`src/rtl/control_unit_hs.sv`:
```
// Multi-cycle fetch/decode/execute/memory/writeback controller with a memory
// ready handshake, a wait-timeout fault and a single-level vectored interrupt.
module control_unit_hs #(
    parameter int IW          = 8,
    parameter int MEM_WAIT_EN = 1,
    parameter int MAX_WAIT    = 15,
    parameter int IRQ_EN      = 1
) (
    input  logic          clk,
    input  logic          reset,
    input  logic [IW-1:0] instruction,
    input  logic          zero_flag,
    input  logic          mem_ready,
    input  logic          irq,
    output logic          pc_enable,
    output logic          pc_load,
    output logic          reg_write,
    output logic          mem_write,
    output logic          mem_to_reg,
    output logic          use_imm,
    output logic          ir_load,
    output logic          imm_load,
    output logic          alu_latch,
    output logic          halt,
    output logic          mdr_load,
    output logic          mem_req,
    output logic          pc_save,
    output logic          pc_vector,
    output logic          pc_restore,
    output logic          irq_ack,
    output logic          int_enabled,
    output logic          bus_error,
    output logic [3:0]    alu_op,
    output logic [3:0]    state_o
);

    localparam logic [3:0] S_FETCH     = 4'd0;
    localparam logic [3:0] S_DECODE    = 4'd1;
    localparam logic [3:0] S_EXECUTE   = 4'd2;
    localparam logic [3:0] S_MEMORY    = 4'd3;
    localparam logic [3:0] S_WRITEBACK = 4'd4;
    localparam logic [3:0] S_HALT      = 4'd5;
    localparam logic [3:0] S_FETCH_IMM = 4'd6;
    localparam logic [3:0] S_IRQ       = 4'd7;
    localparam logic [3:0] S_FAULT     = 4'd8;

    localparam logic [3:0] OP_NOP = 4'h0;
    localparam logic [3:0] OP_LDI = 4'h9;
    localparam logic [3:0] OP_LD  = 4'hA;
    localparam logic [3:0] OP_ST  = 4'hB;
    localparam logic [3:0] OP_JMP = 4'hC;
    localparam logic [3:0] OP_JZ  = 4'hD;
    localparam logic [3:0] OP_HLT = 4'hE;

    localparam logic [7:0] MAX_W = MAX_WAIT[7:0];

    logic [3:0] state_q, state_d;
    logic [3:0] opcode_q, opcode_d;
    logic       ie_q, ie_d;
    logic [7:0] wcnt_q, wcnt_d;

    logic [3:0] opcode, sub;
    logic       rdy, irq_take, wait_to, mem_state;

    assign opcode    = instruction[IW-1 -: 4];
    assign sub       = instruction[3:0];
    assign rdy       = (MEM_WAIT_EN != 0) ? mem_ready : 1'b1;
    // Interrupt decision always uses the ie value held before this cycle's update.
    assign irq_take  = (IRQ_EN != 0) && ie_q && irq;
    assign wait_to   = !rdy && (wcnt_q == MAX_W);
    assign mem_state = (state_q == S_FETCH) || (state_q == S_FETCH_IMM) ||
                       (state_q == S_MEMORY);

    generate
        if (IW > 8) begin : g_unused
            logic unused_instr;
            assign unused_instr = ^instruction[IW-5:4];
        end
    endgenerate

    always_comb begin
        state_d    = state_q;
        opcode_d   = opcode_q;
        ie_d       = ie_q;
        pc_enable  = 1'b0;
        pc_load    = 1'b0;
        reg_write  = 1'b0;
        mem_write  = 1'b0;
        mem_to_reg = 1'b0;
        use_imm    = 1'b0;
        ir_load    = 1'b0;
        imm_load   = 1'b0;
        alu_latch  = 1'b0;
        halt       = 1'b0;
        mdr_load   = 1'b0;
        mem_req    = 1'b0;
        pc_save    = 1'b0;
        pc_vector  = 1'b0;
        pc_restore = 1'b0;
        irq_ack    = 1'b0;
        bus_error  = 1'b0;
        alu_op     = 4'h0;
        case (state_q)
            S_FETCH: begin
                mem_req = 1'b1;
                if (rdy) begin
                    ir_load   = 1'b1;
                    pc_enable = 1'b1;
                    state_d   = S_DECODE;
                end else if (wait_to) begin
                    state_d = S_FAULT;
                end
            end
            S_DECODE: begin
                alu_op   = opcode;
                opcode_d = opcode;
                case (opcode)
                    OP_HLT:                state_d = S_HALT;
                    OP_LDI, OP_JMP, OP_JZ: state_d = S_FETCH_IMM;
                    default:               state_d = S_EXECUTE;
                endcase
            end
            S_FETCH_IMM: begin
                mem_req = 1'b1;
                if (rdy) begin
                    imm_load  = 1'b1;
                    pc_enable = 1'b1;
                    state_d   = S_EXECUTE;
                end else if (wait_to) begin
                    state_d = S_FAULT;
                end
            end
            S_EXECUTE: begin
                alu_op    = opcode_q;
                alu_latch = 1'b1;
                if ((opcode_q == OP_JMP) || ((opcode_q == OP_JZ) && zero_flag)) begin
                    pc_load   = 1'b1;
                    pc_enable = 1'b1;
                end
                if ((opcode_q == OP_LD) || (opcode_q == OP_ST))
                    state_d = S_MEMORY;
                else
                    state_d = S_WRITEBACK;
            end
            S_MEMORY: begin
                mem_req   = 1'b1;
                mem_write = (opcode_q == OP_ST);
                if (rdy) begin
                    mdr_load = (opcode_q == OP_LD);
                    state_d  = S_WRITEBACK;
                end else if (wait_to) begin
                    state_d = S_FAULT;
                end
            end
            S_WRITEBACK: begin
                case (opcode_q)
                    OP_LD: begin
                        reg_write  = 1'b1;
                        mem_to_reg = 1'b1;
                    end
                    OP_LDI: begin
                        reg_write = 1'b1;
                        use_imm   = 1'b1;
                    end
                    OP_NOP: begin
                        case (sub)
                            4'h1: ie_d = 1'b1;
                            4'h2: ie_d = 1'b0;
                            4'hF: begin
                                pc_restore = 1'b1;
                                ie_d       = 1'b1;
                            end
                            default: ;
                        endcase
                    end
                    OP_ST, OP_JMP, OP_JZ, OP_HLT: ;
                    default: reg_write = 1'b1;
                endcase
                state_d = irq_take ? S_IRQ : S_FETCH;
            end
            S_HALT: begin
                halt = 1'b1;
                if (irq_take) state_d = S_IRQ;
            end
            S_IRQ: begin
                irq_ack   = 1'b1;
                pc_save   = 1'b1;
                pc_vector = 1'b1;
                ie_d      = 1'b0;
                state_d   = S_FETCH;
            end
            S_FAULT: begin
                bus_error = 1'b1;
                halt      = 1'b1;
            end
            default: state_d = S_FETCH;
        endcase
    end

    // Counter restarts on every state entry and on every completed access.
    assign wcnt_d = (mem_state && !rdy && (state_d == state_q)) ? wcnt_q + 8'd1 : 8'd0;

    always_ff @(posedge clk) begin
        if (reset) begin
            state_q  <= S_FETCH;
            opcode_q <= 4'h0;
            ie_q     <= 1'b0;
            wcnt_q   <= 8'd0;
        end else begin
            state_q  <= state_d;
            opcode_q <= opcode_d;
            ie_q     <= ie_d;
            wcnt_q   <= wcnt_d;
        end
    end

    assign int_enabled = ie_q;
    assign state_o     = state_q;

endmodule

```
`config.mk`:
```
export PLATFORM = sky130hd
export DESIGN_NAME = control_unit_hs
export DESIGN_NICKNAME = d
export VERILOG_FILES = /design/src/rtl/control_unit_hs.sv
export SDC_FILE = /design/constraint.sdc
export NUM_CORES = 1
export LEC_CHECK = 0
export CAP_MARGIN = 10
export CORE_MARGIN = 10
export CORE_UTILIZATION = 24
export CTS_CLUSTER_SIZE = 8
export DETAILED_ROUTE_END_ITERATION = 10
export GPL_TIMING_DRIVEN = 1
export SLEW_MARGIN = 20
export SYNTH_ARGS = -nofsm -noshare
export SYNTH_HDL_FRONTEND = slang
export SYNTH_SLANG_ARGS = --single-unit
```
`constraint.sdc`:
```
create_clock -name clk -period 2.2 [get_ports clk]
set_input_delay 0.44 -clock clk [delete_from_list [all_inputs] [get_ports clk]]
set_output_delay 0.44 -clock clk [all_outputs]
set_load 0.05 [all_outputs]
```
==> summary.txt <==
Yosys
  – Main flop type after synthesis: sky130_fd_sc_hd__dfxtp_1
  – Share of the synthesized area in the top cell type: 26.4%
  – Number of enable-type register cells in the synthesized netlist: 0
  – Leading area contributor after synthesis: sky130_fd_sc_hd__dfxtp_1
  – Seq cells post-synth: 17
  – Synth unique cells: 55
  – Mean instance size in the synthesized netlist: 8.20 µm²
  – Net count after synthesis: 171
  – Top cells by area, synth: sky130_fd_sc_hd__dfxtp_1 26%, sky130_fd_sc_hd__nand2_1 7.0%, sky130_fd_sc_hd__a21oi_1 3.9%
  – Yosys Warn Count: 0
  – Cells after synthesis: 157
  – Post-synthesis instance area: 0.00129 mm²
  – Part of the Yosys area used for sequential elements: 26.4%
  – Async set-or-reset flop fraction in the synthesized netlist: 0%

Floorplan
  – I/O pins: 39
  – Die Height: 93.2 µm
  – Total number of placement rows: 26
  – Starting density of the core: 25.0%
  – Die outline area: 0.00869 mm²
  – Die width: 93.2 µm
  – Placeable core region: 0.00514 mm²

Clocking
  – Inserted Clock Buffers: 3
  – Clock Path Buffers: 2
  – Clock tree from TritonCTS: built
  – Clock Root Buffer: sky130_fd_sc_hd__clkbuf_8
  – # H-tree levels: 1
  – Num Clock Sinks: 17
  – Hold buffer count at cts: 0
  – Clock transition time at the flip-flop clock pins of the worst setup and hold paths: 70 ps
  – Clock latency reported for the late side of the worst-skew pair: 250 ps

Route
  – Mean number of vias per cell: 4.63
  – Number of antenna-violating nets in the routed design: 0
  – Detailed-routing iteration count for the pre-antenna-repair pass: 4
  – Drt drc: 0
  – Wire length reported by the detailed router: 3570 µm
  – Vias after detailed routing: 1241
  – Drt initial violations: 72
  – DR WL/cell: 13.3 µm

GRT
  – Initial antenna violation count: 0
  – Via count of the first global-routing pass: 1220
  – Gr ovfl total: 0
  – Tot GR Track Use: 8.41%
  – Maximum number of pins on one net before global-route repair: 19
  – Wire length of the first global-routing pass: 6090 µm

Critical path
  – Critical path launch point type: input port
  – Required time of the critical path: 1760 ps
  – CP Capture Type: output pin
  – Crit Path Category: in -> out
  – CP arrival: 1720 ps
  – Maximum fanout along the worst path: 2

Finish
  – Total inserted antenna cells: 0
  – Final Net Count: 213
  – Signed area change from the synthesized netlist to the final layout: 63.2%
  – Fraction of layout cells with a size suffix above 1: 38.9%
  – Fill cell instance count of the final layout: 546
  – Non-filler cells, final: 268

STA
  – Layout Skew: 1.86 ps
  – Final setup vio count: 0
  – Setup repair after global routing missed its margin: no
  – Final TNS setup: 0 ps
  – Share of the cycle needed by the critical path after routing: 98.0%
  – Count of final hold-check violations: 0
  – Upper clock frequency limit: 0.464 GHz
  – Max-slew violations: 0
  – Max-slew headroom at the worst pin: 65.8%
  – Slew of the pin with the lowest slew margin: 512 ps
  – Final min period: 2160 ps

Pwr
  – Static leakage power: 0.736 nW
  – Maximum vdd ir drop: 0.234 mV
  – Power per cell area: 471 mW/mm²

Place
  – Cell total after placement: 259
  – Quantity of I/O buffers inserted on ports: 38
  – Final weighted congestion in routability-driven placement: 0.791
  – Half-perimeter wire length after placement: 2870 µm

Hold path
  – Path category of the worst min-delay check: reg -> reg

Run
  – Max-cap check violation count: 0

Run status
  – Run status: finished clean
## per-layer routing
layer,wire [µm],up-vias,track usage (%),share of wire [%]
met3,266,2,3.84,7.5
met4,17,0,1.16,0.48
met1,1690,575,10.9,47
met5,0,-,0,0
li1,-,633,-,-
met2,1600,31,12.6,45
## worst max-delay path, cell delays in order
cell	delay, ps
sky130_fd_sc_hd__clkdlybuf4s50_1	440
sky130_fd_sc_hd__and2b_2	220
sky130_fd_sc_hd__nor4b_4	300
sky130_fd_sc_hd__or3_4	190
sky130_fd_sc_hd__buf_12	130
## layout make-up
| cell class | instances | area, µm² | share of cell area, % |
|---|---|---|---|
| Timing Repair Buffer | 50 | 688 | 32.8 |
| Clock buffer | 4 | 45.0 | 2.14 |
| Multi-Input combinational cell | 122 | 907 | 43.2 |
| Inverter | 5 | 18.8 | 0.893 |
| Tap cell | 70 | 87.6 | 4.17 |
| Sequential cell | 17 | 354 | 16.9 |
## registers in the layout (all words and copies together), names as in the netlist
| name | flops |
|---|---|
| int_enabled | 1 |
| opcode_q | 4 |
| state_o | 4 |
| wcnt_q | 8 |
## per-stage QoR
step	total power (W)	hold WS, ps	worst slack (ps)	cell area (µm²)	util, %
2_1_floorplan	0.000602	436	-687	1370	-
3_3_place_gp	0.000742	453	40.2	1990	38.8
3_5_place_dp	0.000746	458	36.9	1990	38.8
4_1_cts	0.000982	476	25.7	2040	39.7
5_1_grt	0.00104	487	7.81	2100	40.9
6_report	0.000990	468	43.9	2100	40.9
## layout by cell type (no fill, tap or decap), types with 3 or more instances in the layout
cell / Yosys / routed
sky130_fd_sc_hd__xnor2_1: 4 / 4
sky130_fd_sc_hd__nor2_2: 7 / 7
sky130_fd_sc_hd__dfxtp_1: 17 / 12
sky130_fd_sc_hd__and4_1: 3 / 3
sky130_fd_sc_hd__clkbuf_8: 0 / 3
sky130_fd_sc_hd__nand2_1: 24 / 21
sky130_fd_sc_hd__buf_12: 0 / 22
sky130_fd_sc_hd__nor3_1: 5 / 3
sky130_fd_sc_hd__clkdlybuf4s50_1: 0 / 15
sky130_fd_sc_hd__nor4b_4: 2 / 4
sky130_fd_sc_hd__nor2_1: 12 / 12
sky130_fd_sc_hd__inv_1: 5 / 5
sky130_fd_sc_hd__nand2_2: 1 / 4
sky130_fd_sc_hd__dfxtp_4: 0 / 3
sky130_fd_sc_hd__nand4_1: 4 / 4
sky130_fd_sc_hd__nand3_1: 5 / 5
sky130_fd_sc_hd__a31oi_1: 3 / 3
sky130_fd_sc_hd__xor2_1: 3 / 3
sky130_fd_sc_hd__a21oi_1: 10 / 10
sky130_fd_sc_hd__buf_4: 4 / 13
## cell usage after synthesis (all sizes together) (4+ instances only)
master,n
nand2,25
nor3,5
nor4b,4
nand4,4
inv,5
dfxtp,17
buf,9
a21oi,10
xnor2,5
nor2,20
nand3,6
## final timing paths
check / endpoint / slack, ps / cells after the start / start
max reg2reg: state_o[2] / 470 / 5 / state_o[1]
max: pc_enable / 40 / 5 / zero_flag
min reg2reg: wcnt_q[0] / 470 / 1 / wcnt_q[0]
min: wcnt_q[0] / 470 / 1 / wcnt_q[0]
## cell families after synthesis
kind of cell    share of synthesized area, %
compound gates                          13.0
xor+xnor                                6.03
fa+ha+maj                              0.972
buf+inv                                 9.43
flops                                   26.4
mux                                     1.65
simple gates                            42.5
## power breakdown
| group | leakage [nW] | internal [W] | switching (W) | total (W) |
|---|---|---|---|---|
| Combinational | 0.572 | 0.000189 | 0.000211 | 0.000400 |
| Sequential | 0.141 | 0.000321 | 0.0000359 | 0.000357 |
| Clock | 0.0228 | 0.000128 | 0.000105 | 0.000233 |
| Total | 0.736 | 0.000639 | 0.000351 | 0.000990 |
## what timing repair did
action,4_1_cts,5_1_grt
pin swaps,0,1
setup endpoints to repair,1,7
gates resized for setup,1,2
setup buffers,0,5
No activity file was read; power rests on OpenSTA's default activity.
